$ cat src/rtl/md5_pkg.sv
// md5_pkg: shared constants and state encoding for the md5 match unit.
// Contents: state_t (IDLE/ARMED/FOUND), MD5_MSG_BITS, MD5_HASH_BITS.
package md5_pkg;
    localparam int MD5_MSG_BITS = 152;
    localparam int MD5_HASH_BITS = 128;
    typedef enum logic [1:0] {
        IDLE  = 2'd0,
        ARMED = 2'd1,
        FOUND = 2'd2
    } state_t;
endpackage

$ cat src/rtl/md5_match_unit_if.sv
// md5_match_unit_if: host strobes, md5core digest stream and match results.
// master drives en/target/arm/clear and the digest stream (a/b/c/d/m/valid),
// slave (the match unit) returns armed/match_found/match_msg and, with
// MD5_MATCH_COUNT_EN defined, hash_count.
interface md5_match_unit_if
    import md5_pkg::*;
#(
    parameter int MSG_BITS = MD5_MSG_BITS
);
    logic                     en;
    logic                     target_load;
    logic [MD5_HASH_BITS-1:0] target_in;
    logic                     arm;
    logic                     clear;
    logic [31:0]              a_in;
    logic [31:0]              b_in;
    logic [31:0]              c_in;
    logic [31:0]              d_in;
    logic [MSG_BITS-1:0]      m_in;
    logic                     valid_in;
    logic                     armed;
    logic                     match_found;
    logic [MSG_BITS-1:0]      match_msg;
`ifdef MD5_MATCH_COUNT_EN
    logic [31:0]              hash_count;
`endif
    modport master (
        output en, target_load, target_in, arm, clear,
        output a_in, b_in, c_in, d_in, m_in, valid_in,
`ifdef MD5_MATCH_COUNT_EN
        input  hash_count,
`endif
        input  armed, match_found, match_msg
    );
    modport slave (
        input  en, target_load, target_in, arm, clear,
        input  a_in, b_in, c_in, d_in, m_in, valid_in,
`ifdef MD5_MATCH_COUNT_EN
        output hash_count,
`endif
        output armed, match_found, match_msg
    );
endinterface

$ cat src/rtl/md5_match_cmp.sv
// md5_match_cmp: stage 1, registers the digest-vs-target compare as two 64-bit halves.
// Ports: clk_12mhz, reset, en (hold when low), accept (capture), flush (drop v1),
// a_in..d_in/m_in digest and message, target; outputs v1, eq_hi, eq_lo, m1.
module md5_match_cmp
    import md5_pkg::*;
#(
    parameter int MSG_BITS = MD5_MSG_BITS
) (
    input  logic                     clk_12mhz,
    input  logic                     reset,
    input  logic                     en,
    input  logic                     accept,
    input  logic                     flush,
    input  logic [31:0]              a_in,
    input  logic [31:0]              b_in,
    input  logic [31:0]              c_in,
    input  logic [31:0]              d_in,
    input  logic [MSG_BITS-1:0]      m_in,
    input  logic [MD5_HASH_BITS-1:0] target,
    output logic                     v1,
    output logic                     eq_hi,
    output logic                     eq_lo,
    output logic [MSG_BITS-1:0]      m1
);
    always_ff @(posedge clk_12mhz) begin
        if (reset) begin
            v1    <= 1'b0;
            eq_hi <= 1'b0;
            eq_lo <= 1'b0;
            m1    <= '0;
        end else if (en) begin
            v1 <= accept && !flush;
            if (accept) begin
                eq_hi <= {a_in, b_in} == target[127:64];
                eq_lo <= {c_in, d_in} == target[63:0];
                m1    <= m_in;
            end
        end
    end
endmodule

$ cat src/rtl/md5_match_unit.sv
// md5_match_unit: compares md5core digests against a host target, latches the first hit.
// Ports: clk_12mhz, reset (sync, active-high), bus (md5_match_unit_if.slave).
// Optional: define MD5_MATCH_COUNT_EN for the saturating hash_count register.
module md5_match_unit
    import md5_pkg::*;
#(
    parameter int MSG_BITS = MD5_MSG_BITS
) (
    input  logic             clk_12mhz,
    input  logic             reset,
    md5_match_unit_if.slave  bus
);
    state_t                     state, state_next;
    logic [MD5_HASH_BITS-1:0]   target;
    logic                       v1, eq_hi, eq_lo;
    logic [MSG_BITS-1:0]        m1;
    logic                       accept, hit, drop;
    logic                       match_found;
    logic [MSG_BITS-1:0]        match_msg;

    assign accept = bus.en && bus.valid_in && state == ARMED;
    assign hit    = v1 && eq_hi && eq_lo && state == ARMED;
    assign drop   = bus.target_load || bus.clear;

    md5_match_cmp #(.MSG_BITS(MSG_BITS)) cmp (
        .clk_12mhz(clk_12mhz),
        .reset(reset),
        .en(bus.en),
        .accept(accept),
        .flush(drop || hit),
        .a_in(bus.a_in),
        .b_in(bus.b_in),
        .c_in(bus.c_in),
        .d_in(bus.d_in),
        .m_in(bus.m_in),
        .target(target),
        .v1(v1),
        .eq_hi(eq_hi),
        .eq_lo(eq_lo),
        .m1(m1)
    );

    always_comb begin
        state_next = drop                         ? IDLE  :
                     hit                          ? FOUND :
                     (bus.arm && state == IDLE)   ? ARMED : state;
    end

    always_ff @(posedge clk_12mhz) begin
        if (reset) begin
            state       <= IDLE;
            target      <= '0;
            match_found <= 1'b0;
            match_msg   <= '0;
        end else if (bus.en) begin
            state <= state_next;
            if (bus.target_load)
                target <= bus.target_in;
            if (drop) begin
                match_found <= 1'b0;
                match_msg   <= '0;
            end else if (hit) begin
                match_found <= 1'b1;
                match_msg   <= m1;
            end
        end
    end

`ifdef MD5_MATCH_COUNT_EN
    logic [31:0] hash_count;
    always_ff @(posedge clk_12mhz) begin
        if (reset)
            hash_count <= '0;
        else if (bus.en) begin
            if (state == IDLE && state_next == ARMED)
                hash_count <= '0;
            else if (accept && hash_count != 32'hFFFF_FFFF)
                hash_count <= hash_count + 32'd1;
        end
    end
    assign bus.hash_count = hash_count;
`endif

    assign bus.armed       = state == ARMED;
    assign bus.match_found = match_found;
    assign bus.match_msg   = match_msg;
endmodule

$ cat src/flat_wrapper.sv
// flat-port wrapper written by rule: the top's interface ports become plain ports
module md5_match_unit_flat import md5_pkg::*;
#(
    parameter int MSG_BITS = MD5_MSG_BITS
)
  (clk_12mhz, reset, bus_en, bus_target_load, bus_target_in, bus_arm, bus_clear, bus_a_in, bus_b_in, bus_c_in, bus_d_in, bus_m_in, bus_valid_in, bus_armed, bus_match_found, bus_match_msg);
  md5_match_unit_if #(.MSG_BITS(MSG_BITS)) bus_i ();
  input  logic clk_12mhz;
  input  logic reset;
  input wire logic [$bits(bus_i.en)-1:0] bus_en;
  input wire logic [$bits(bus_i.target_load)-1:0] bus_target_load;
  input wire logic [$bits(bus_i.target_in)-1:0] bus_target_in;
  input wire logic [$bits(bus_i.arm)-1:0] bus_arm;
  input wire logic [$bits(bus_i.clear)-1:0] bus_clear;
  input wire logic [$bits(bus_i.a_in)-1:0] bus_a_in;
  input wire logic [$bits(bus_i.b_in)-1:0] bus_b_in;
  input wire logic [$bits(bus_i.c_in)-1:0] bus_c_in;
  input wire logic [$bits(bus_i.d_in)-1:0] bus_d_in;
  input wire logic [$bits(bus_i.m_in)-1:0] bus_m_in;
  input wire logic [$bits(bus_i.valid_in)-1:0] bus_valid_in;
  output wire logic [$bits(bus_i.armed)-1:0] bus_armed;
  output wire logic [$bits(bus_i.match_found)-1:0] bus_match_found;
  output wire logic [$bits(bus_i.match_msg)-1:0] bus_match_msg;
  assign bus_i.en = bus_en;
  assign bus_i.target_load = bus_target_load;
  assign bus_i.target_in = bus_target_in;
  assign bus_i.arm = bus_arm;
  assign bus_i.clear = bus_clear;
  assign bus_i.a_in = bus_a_in;
  assign bus_i.b_in = bus_b_in;
  assign bus_i.c_in = bus_c_in;
  assign bus_i.d_in = bus_d_in;
  assign bus_i.m_in = bus_m_in;
  assign bus_i.valid_in = bus_valid_in;
  assign bus_armed = bus_i.armed;
  assign bus_match_found = bus_i.match_found;
  assign bus_match_msg = bus_i.match_msg;
  md5_match_unit #(.MSG_BITS(MSG_BITS)) u_core (.clk_12mhz(clk_12mhz), .reset(reset), .bus(bus_i));
endmodule
$ cat config.mk
export PLATFORM = sky130hd
export DESIGN_NAME = md5_match_unit_flat
export DESIGN_NICKNAME = d
export VERILOG_FILES = /design/src/rtl/md5_pkg.sv /design/src/rtl/md5_match_unit_if.sv /design/src/rtl/md5_match_cmp.sv /design/src/rtl/md5_match_unit.sv /design/src/flat_wrapper.sv
export SDC_FILE = /design/constraint.sdc
export NUM_CORES = 1
export LEC_CHECK = 0
export BUFFER_PORTS_ARGS = -buffer_cell sky130_fd_sc_hd__buf_4
export CAP_MARGIN = 20
export CORE_MARGIN = 2
export CORE_UTILIZATION = 28
export CTS_CLUSTER_SIZE = 28
export DETAILED_ROUTE_END_ITERATION = 8
export PLACE_DENSITY_LB_ADDON = 0.2
export SLEW_MARGIN = 20
export SYNTH_ARGS = -nofsm -noshare
export SYNTH_HDL_FRONTEND = slang
export SYNTH_SLANG_ARGS = --single-unit
$ cat constraint.sdc
create_clock -name clk_12mhz -period 2.46 [get_ports clk_12mhz]
set_input_delay 0.615 -clock clk_12mhz [delete_from_list [all_inputs] [get_ports clk_12mhz]]
set_output_delay 0.615 -clock clk_12mhz [all_outputs]
set_load 0.005 [all_outputs]
==> results_dict.tcl, run 1 <==
set metrics [dict create \
    setup_tns_ns 0 \
    synth_warnings 0 \
    postCtsSetupRepairBufs 0 \
    critPathKind "flip-flop to output pin" \
    first_pass_grt_wire_length_um 79300 \
    cell_count_final_fillers_out 3062 \
    nNetsFinal 2690 \
    slew-limit-headroom_pct 51.9 \
    grt_antenna_before_repair 6 \
    start_util_pct 28.5 \
    synth_net_count 2168 \
    holdCritPathClass "primary input to flip-flop" \
    comb_power_share_pct 7.7 \
    synth.avg_cell_area_um2 8.99 \
    critical_path.max_stage_delay_ns 0.34 \
    clk_latency_ns 0.57 \
    synth_simple_gate_area_share_pct 15.6 \
    netlist.area_leader.share_pct 55.7 \
    die_area_mm2 0.0582 \
    muxShareOfSynthArea_pct 0 \
    synthXorXnorAreaFrac_pct 7.01 \
    cts_hold_repair.buffers 0 \
    netlist_top_cells_area "dfxtp_1, nand2_1, a21oi_1, a22o_1, xnor2_1" \
    core_outline_area_mm2 0.0553 \
    ys_ff_latch 438 \
    hold_viol 0 \
    rsz0062_at_grt "no" \
    timing.critical_path.required_ns 1.85 \
    detailroute.via_count 13900 \
    cts_tree "done" \
    wirelength_um 54000 \
    synth_top_family_by_area "compound AO/OA/AOI/OAI gates" \
    route.antenna.remaining_nets 0 \
    cp-end-kind "output pin" \
    static-leakage-power_nw 9.06 \
    gp_congestion 0.808 \
    rows 86 \
    initialDrtViolationCount 543 \
    netlist_area_mm2 0.0158 \
    number_of_slew_limit_violations_in_the_final_report 0 \
    port-buffer-count 568 \
    intPower_mw 12.3 \
    dp_hpwl_um 38600 \
    numClockSinks 438 \
    cell_pwr_density_mw_per_mm2 703 \
    synthDistinctLibCells 30 \
    sequentialPowerShare_pct 46.2 \
    clk_pin_slew_worst_paths_ns 0.06 \
    swShare_pct 22.2 \
    clockRootBuffer "clkbuf_16" \
    gr-usage-all-layers_pct 17.7 \
    worst_path_max_delay_cell "dfxtp_1" \
    worst_clock_skew_ns 0.00986 \
    syn_inst 1753 \
    first_global_vias 13800 \
    dp_cells 2973 \
    power_frac_clock_pct 46.1 \
    synth_top_area_cell "dfxtp_1" \
    ctsLongestPathBuffers 3 \
    drv.max_cap_violation_count 0 \
    maximum_number_of_pins_on_one_net_before_global_route_repair 132 \
    grt_remaining_overflow 0 \
    post_route_cells_drive_above_1_share_pct 29.4 \
    setup.worst_path.start_class "flip-flop" \
    synth-compound-area-share_pct 17.8 \
    timing_worst_slew_pin_value_ns 0.722 \
    power.net_switching_mw 3.52 \
    synth_seq_area_share_pct 55.7 \
    synth_fa_ha_area_share_pct 0 \
    wl_per_cell_um 17.6 \
    post_cts.resized_instances 0 \
    cp.buffers_inverters 1 \
    irDropWorstVdd_mv 0.488 \
    routed_via_density 4.53 \
    die_x_um 241 \
    setup-violations-final 0 \
    worstPathMaxFanout 4 \
    maxClockFrequency_mhz 523 \
    run_status "completed" \
    sequence_of_cells_on_the_critical_path "nor2b_4 > buf_4" \
    first_pass_iteration_count_of_the_detailed_router 5 \
    clock_tree.htree_level_count 2 \
    tritoncts.num_buffers 48 \
    rrSetupSlack_ns 0.65 \
    drc 0 \
    cp_top_family "flip-flops" \
    die_y_um 241 \
    syn2layout_area_growth_pct 42.6 \
    arrival_ns 1.30 \
    num_io_pins 569 \
    post-route-period-util_pct 77.7 \
    min_period_ns 1.91 \
]
layout by cell type, fill, tap and decap left out, types with 2 or more instances in the layout:
cell type	Yosys	final
a22o_1	153	153
bufinv_16	0	3
nor4_1	13	13
clkbuf_8	0	15
nand4_1	26	26
nor3_1	3	3
inv_1	4	4
clkbuf_16	0	49
diode_2	0	6
buf_4	1	578
xor2_1	31	31
clkinv_2	0	5
a21oi_1	280	280
xnor2_1	95	95
buf_12	0	19
nand3_1	3	2
nor2_1	4	4
a21o_1	2	2
dfxtp_1	438	438
nand2_1	563	562
clkbuf_1	84	11
synth_stat cells:
cell	count
a21o_1	2
a21oi_1	280
a21oi_2	1
a22o_1	153
a31oi_1	1
a32oi_1	1
and2_1	1
and3_1	1
buf_1	7
buf_2	21
buf_4	1
buf_6	13
clkbuf_1	84
dfxtp_1	438
inv_1	4
nand2_1	563
nand3_1	3
nand4_1	26
nand4_2	1
nor2_1	4
nor2_2	1
nor2b_4	1
nor3_1	3
nor4_1	13
nor4b_2	1
o21ai_0	1
o221ai_1	1
o31ai_1	1
xnor2_1	95
xor2_1	31
through the flow:
stage	util [%]	hold WS [ns]	instance area [um^2]	total power [mW]	setup slack [ns]
6_report	40.6	0.285	22500	15.8	0.547
5_1_grt	40.6	0.253	22500	16.4	0.469
4_1_cts	40.6	0.239	22500	16.0	0.492
3_5_place_dp	37.7	0.446	20900	8.69	0.297
3_3_place_gp	37.7	0.441	20900	8.67	0.303
2_1_floorplan	-	0.436	15800	7.95	0.809
metal layers:
layer / track usage, % / share of wire, %
met1: 20.5 / 39
met2: 30.1 / 49
met3: 6.36 / 9.1
met4: 6.34 / 2.4
met5: 0 / 0
path summary, 6_finish.rpt:
kind,start,end,cells after the start
setup / recovery,u_core.state[0],bus_armed,2
setup reg to reg,u_core.state[0],u_core.bus.match_msg[41],6
hold reg to reg,u_core.cmp.m1[125],u_core.cmp.m1[125],2
hold / removal,reset,u_core.cmp.m1[151],2
power groups by stage:
stage	registers (mW)	clock network (mW)	logic (mW)
after global placement	7.46	0	1.21
after CTS	7.30	7.50	1.23
after floorplan	7.44	0	0.506
final	7.30	7.28	1.22
after detailed placement	7.46	0	1.23
after global routing	7.31	7.78	1.33
sequential cells by signal, indices dropped and copies added, names as in the netlist:
| signal | count |
|---|---|
| u_core.cmp.eq_lo | 1 |
| u_core.bus.match_msg | 152 |
| u_core.bus.match_found | 1 |
| u_core.cmp.v1 | 1 |
| u_core.cmp.m1 | 152 |
| u_core.cmp.eq_hi | 1 |
| u_core.state | 2 |
| u_core.target | 128 |
worst reg2reg max path, stage by stage, from the launching register on:
cell,delay (ns)
dfxtp_1,0.34
nor2b_4,0.22
nand4_2,0.18
nor4b_4,0.29
buf_12,0.30
buf_12,0.25
a22o_1,0.17
cells by family (layout without fill, tap and decap cells):
| logic type | Yosys count | in the layout |
|---|---|---|
| and+or+nand+nor | 618 | 618 |
| AOI/OAI and AO/OA | 441 | 441 |
| DFF | 438 | 438 |
| buffers and inverters | 130 | 685 |
| xor gates and xnor gates | 126 | 126 |
| other | 0 | 6 |
cell type report:
cell class	count	area [um^2]
fill	5606	32800
sequential	438	8770
multi-input combinational	1185	6410
timing repair buffer	598	4730
clock buffer	75	1470
tap	748	936
clock inverter	8	115
inverter	4	15.0
antenna	6	15.0
No activity file was read; power rests on OpenSTA's default activity.
==> run 2, diff against run 1 <==
==> constraint.sdc (replaced) <==
create_clock -name clk_12mhz -period 1.9 [get_ports clk_12mhz]
set_input_delay 0.475 -clock clk_12mhz [delete_from_list [all_inputs] [get_ports clk_12mhz]]
set_output_delay 0.475 -clock clk_12mhz [all_outputs]
set_load 0.005 [all_outputs]
==> run 2 against run 1 <==
Wire length shrank 0.29%. Largest power group is now clock. Clock skew is 0.00081 ns higher. Global-route usage hardly changed. Critical path type unchanged.
==> results_dict.tcl, run 2 (same netlist as run 1, synthesis figures left out) <==
set metrics [dict create \
    number_of_slew_limit_violations_in_the_final_report 0 \
    static-leakage-power_nw 9.25 \
    hp-start "reset" \
    worst_clock_skew_ns 0.0107 \
    power_mw 20.8 \
    num_io_pins 569 \
    gr-usage-all-layers_pct 17.7 \
    first_global_vias 14100 \
    most_used_cells_in_the_layout_excluding_fill_and_tap_cells "buf_4, nand2_1, dfxtp_1" \
    drc 0 \
    holdCritPathClass "primary input to flip-flop" \
    dp_hpwl_um 39100 \
    drv.max_cap_violation_count 0 \
    rows 86 \
    clockRootBuffer "clkbuf_16" \
    critical_path.reg2reg.endpoint "u_core.cmp.eq_hi" \
    hold_depth 2 \
    grt_remaining_overflow 0 \
    routed_via_density 4.55 \
    maximum_number_of_pins_on_one_net_before_global_route_repair 106 \
    start_util_pct 28.5 \
    die_x_um 241 \
    num-fill-cells 5615 \
    nNetsFinal 2711 \
    ctsLongestPathBuffers 3 \
    clk_latency_ns 0.58 \
    die_y_um 241 \
    postLayoutCellArea_mm2 0.0228 \
    initialDrtViolationCount 551 \
    largestRegisters "u_core.bus.match_msg x152, u_core.cmp.m1 x152, u_core.target x128" \
    clk_pin_slew_worst_paths_ns 0.06 \
    tritoncts.num_buffers 49 \
    irDropWorstVdd_mv 0.627 \
    min_delay_worst_endpoint "u_core.cmp.m1[148]" \
    post_cts.resized_instances 1 \
    finalCoreUtilization_pct 41.3 \
    numClockSinks 438 \
    wl_per_cell_um 17.4 \
    post-route-period-util_pct 95.3 \
    postCtsSetupRepairBufs 0 \
    run_status "completed" \
    gp_congestion 0.824 \
    first_pass_grt_wire_length_um 79800 \
    worstPathMaxFanout 3 \
    rsz0062_at_grt "no" \
    cp-end-kind "output pin" \
    port-buffer-count 568 \
    core_outline_area_mm2 0.0553 \
    critPathKind "flip-flop to output pin" \
    dp_cells 2993 \
    place_area_mm2 0.0212 \
    min_period_ns 1.81 \
    setup-violations-final 0 \
    setup.worst_path.start_class "flip-flop" \
    cell_count_final_fillers_out 3087 \
    detailroute.via_count 14000 \
    timing.critical_path.required_ns 1.42 \
    arrival_ns 1.34 \
    hold_slack_ns 0.129 \
    cts_hold_repair.buffers 0 \
    wirelength_um 53800 \
    reg2reg_from "u_core.target[118]" \
    first_pass_iteration_count_of_the_detailed_router 5 \
    syn2layout_area_growth_pct 45.0 \
    cts_tree "done" \
    grt_antenna_before_repair 2 \
    rrSetupSlack_ns 0.21 \
    post_route_cells_drive_above_1_share_pct 30.5 \
    mostFrequentLayoutCell "buf_4" \
    route.antenna.remaining_nets 0 \
    cell_pwr_density_mw_per_mm2 909 \
    slew-limit-headroom_pct 48.2 \
    hold_viol 0 \
    die_area_mm2 0.0582 \
    clock_tree.htree_level_count 2 \
    maxClockFrequency_mhz 552 \
    timing.reg2reg.worst_path_depth 6 \
    timing_worst_slew_pin_value_ns 0.777 \
]
==> run 2: cell count changes in the layout (fill, tap and decap cells not counted), sizes merged <==
cell | previous run | this run
buf | 598 | 618
bufinv | 3 | 2
clkinv | 5 | 11
clkinvlp | 0 | 1
diode | 6 | 2
inv | 4 | 7
==> run 2: cell type report <==
cell class	instances	area, um^2	area share [%]
clock inverter	17	151	0.663
sequential	438	8770	38.4
clock buffer	75	1520	6.64
timing repair buffer	618	5030	22.0
tap	748	936	4.10
multi-input combinational	1185	6410	28.1
antenna	2	5.00	0.0219
inverter	4	15.0	0.0658
==> run 2: report_power, final <==
group / total, mW / switching, mW / internal, mW / leakage (nW)
combinational: 1.63 / 0.712 / 0.921 / 4.87
sequential: 9.46 / 0.106 / 9.35 / 3.55
clock: 9.68 / 3.90 / 5.78 / 0.834
==> run 2: worst max path at each step <==
| stage | startpoint | end | slack, ns | cells past startpoint |
|---|---|---|---|---|
| after global routing | u_core.state[1] | bus_armed | 0.02 | 3 |
| final | u_core.state[1] | bus_armed | 0.09 | 3 |
| after floorplan | u_core.state[0] | u_core.bus.match_msg[100] | 0.37 | 7 |
| after global placement | bus_a_in[22] | u_core.cmp.eq_hi | -0.15 | 7 |
| after detailed placement | bus_a_in[22] | u_core.cmp.eq_hi | -0.15 | 7 |
| after CTS | u_core.state[0] | bus_armed | 0.001 | 3 |
==> run 2: per-layer routing <==
| metal | up-vias | track usage, % | share of wire [%] |
|---|---|---|---|
| met3 | 88 | 6.35 | 8.8 |
| met1 | 6532 | 20.5 | 40 |
| met2 | 425 | 30.4 | 49 |
| met5 | - | 0 | 0 |
| li1 | 7000 | - | - |
| met4 | 0 | 5.72 | 2.6 |
==> run 2: stage by stage <==
step / setup WS [ns] / setup TNS (ns)
floorplan: 0.370 / 0
global placement: -0.148 / -0.148
detailed placement: -0.152 / -0.152
CTS: 0.00114 / 0
global route: 0.0161 / 0
finish: 0.0899 / 0
==> run 2: worst max-delay path, cell delays in order, from the launching register on <==
cell     delay [ns]
dfxtp_4        0.37
nor2b_4        0.12
buf_4          0.14
buf_6          0.12
==> run 3, diff against run 2 <==
--- a/config.mk
+++ b/config.mk
@@ -11,7 +11,7 @@
 export CORE_UTILIZATION = 28
 export CTS_CLUSTER_SIZE = 28
 export DETAILED_ROUTE_END_ITERATION = 8
-export PLACE_DENSITY_LB_ADDON = 0.2
+export PLACE_DENSITY = 0.57
 export SLEW_MARGIN = 20
 export SYNTH_ARGS = -nofsm -noshare
 export SYNTH_HDL_FRONTEND = slang
==> run 3 against run 2 <==
Total power is 1.2% lower. Flip-flop and latch count is the same. Sequential share of layout area rose by 0.14 points. Critical endpoint unchanged. Highest routed layer unchanged.
==> results_dict.tcl, run 3 (same netlist as run 1, synthesis figures left out) <==
set metrics [dict create \
    first_pass_iteration_count_of_the_detailed_router 5 \
    met2_usage_pct 29.9 \
    largestRegisters "u_core.bus.match_msg x152, u_core.cmp.m1 x152, u_core.target x128" \
    worst_slack_ns 0.0965 \
    wirelength_um 51900 \
    clockRootBuffer "clkbuf_16" \
    timing.reg2reg.worst_path_depth 7 \
    numClockSinks 438 \
    rrSetupSlack_ns 0.23 \
    clk_pin_slew_worst_paths_ns 0.06 \
    setup_tns_ns 0 \
    route.antenna.remaining_nets 0 \
    arrival_ns 1.33 \
    cts_tree "done" \
    first_global_vias 14200 \
    mostFrequentLayoutCell "buf_4" \
    min_period_ns 1.80 \
    start_util_pct 28.5 \
    postLayoutCellArea_mm2 0.0227 \
    slew-limit-headroom_pct 62.2 \
    worstPathMaxFanout 3 \
    tritoncts.num_buffers 49 \
    die_area_mm2 0.0582 \
    timing_worst_slew_pin_value_ns 0.567 \
    globalRouteMet1Util_pct 19.6 \
    hold_viol 0 \
    drc 0 \
    hp-start "bus_m_in[133]" \
    place_area_mm2 0.0211 \
    initialDrtViolationCount 636 \
    setup_slack_after_placement_ns -0.00527 \
    drv.max_cap_violation_count 0 \
    number_of_slew_limit_violations_in_the_final_report 0 \
    finalCoreUtilization_pct 41.1 \
    post-route-period-util_pct 94.9 \
    ctsLongestPathBuffers 3 \
    rows 86 \
    detailroute.via_count 14100 \
    clock_tree.htree_level_count 2 \
    critical_path.reg2reg.endpoint "u_core.bus.match_msg[64]" \
    postCtsSetupRepairBufs 0 \
    setup.worst_path.start_class "flip-flop" \
    post_cts.resized_instances 0 \
    grt_remaining_overflow 0 \
    maximum_number_of_pins_on_one_net_before_global_route_repair 92 \
    routed_via_density 4.58 \
    gr-usage-all-layers_pct 17.1 \
    worst_clock_skew_ns 0.0190 \
    post_route_cells_drive_above_1_share_pct 30.1 \
    irDropWorstVdd_mv 0.592 \
    run_status "completed" \
    grt_most_used_layer "met2" \
    die_y_um 241 \
    wl_per_cell_um 16.8 \
    rsz0062_at_grt "no" \
    nNetsFinal 2711 \
    grt_antenna_before_repair 0 \
    cp-end-kind "output pin" \
    cell_pwr_density_mw_per_mm2 903 \
    critPathKind "flip-flop to output pin" \
    gp_congestion 0.846 \
    num_io_pins 569 \
    core_outline_area_mm2 0.0553 \
    syn2layout_area_growth_pct 44.3 \
    hold_depth 3 \
    met3_usage_pct 5.10 \
    min_delay_worst_endpoint "u_core.cmp.m1[133]" \
    timing.critical_path.required_ns 1.42 \
    dp_hpwl_um 37600 \
    die_x_um 241 \
    static-leakage-power_nw 9.20 \
    maxClockFrequency_mhz 554 \
    reg2reg_from "u_core.state[0]" \
    antenna_cells_inserted 0 \
    first_pass_grt_wire_length_um 78100 \
    holdCritPathClass "primary input to flip-flop" \
    cts_hold_repair.buffers 0 \
    clk_latency_ns 0.58 \
    setup-violations-final 0 \
    most_used_cells_in_the_layout_excluding_fill_and_tap_cells "buf_4, nand2_1, dfxtp_1" \
    port-buffer-count 568 \
]
[run 3: changes by cell type in the layout (fill, tap and decap cells not counted), moves of 2 or more]
cell and change:
clkinv_2 -6, buf_4 +3, buf_12 -2, clkbuf_1 +2, clkbuf_16 -2, dfxtp_1 +2, diode_2 -2, inv_16 +2
[run 3: per-layer routing]
metal / routed length, um / vias to the layer above
li1: - / 7006
met1: 20500 / 6556
met2: 25800 / 434
met3: 4080 / 95
met4: 1590 / 0
met5: 0 / -
[run 3: per-stage QoR]
stage,std cells,power (mW),hold slack [ns]
floorplan,1753,10.3,0.436
global placement,2993,11.3,0.438
detailed placement,2993,11.3,0.440
CTS,3080,20.8,0.0872
global route,3080,21.4,0.106
finish,3080,20.5,0.138
[run 3: worst max path at each step]
stage / slack (ns) / start / end / cells past startpoint
floorplan: 0.37 / u_core.state[0] / u_core.bus.match_msg[100] / 7
global placement: 0.05 / bus_c_in[11] / u_core.cmp.eq_lo / 6
detailed placement: -0.005 / bus_c_in[11] / u_core.cmp.eq_lo / 6
CTS: 0.04 / u_core.state[0] / bus_armed / 3
global route: 0.02 / u_core.state[0] / bus_armed / 3
finish: 0.1 / u_core.state[0] / bus_armed / 3
[run 3: power breakdown]
group	switching (mW)	internal, mW
logic	0.716	0.904
registers	0.107	9.35
clock network	3.88	5.56
total	4.71	15.8
[run 3: final cells by class]
cell class / instances / area [um^2]
fillers: 5601 / 32600
flip-flops and latches: 438 / 8770
multi-input cells: 1185 / 6410
repair buffers: 618 / 5000
clock buffers: 73 / 1450
well taps: 748 / 936
clock inverters: 14 / 166
inverters: 4 / 15.0
[run 3: critical path: stages, from the launching register on]
cell and delay, ns:
dfxtp_1 0.33, nor2b_4 0.16, buf_4 0.14, buf_4 0.13
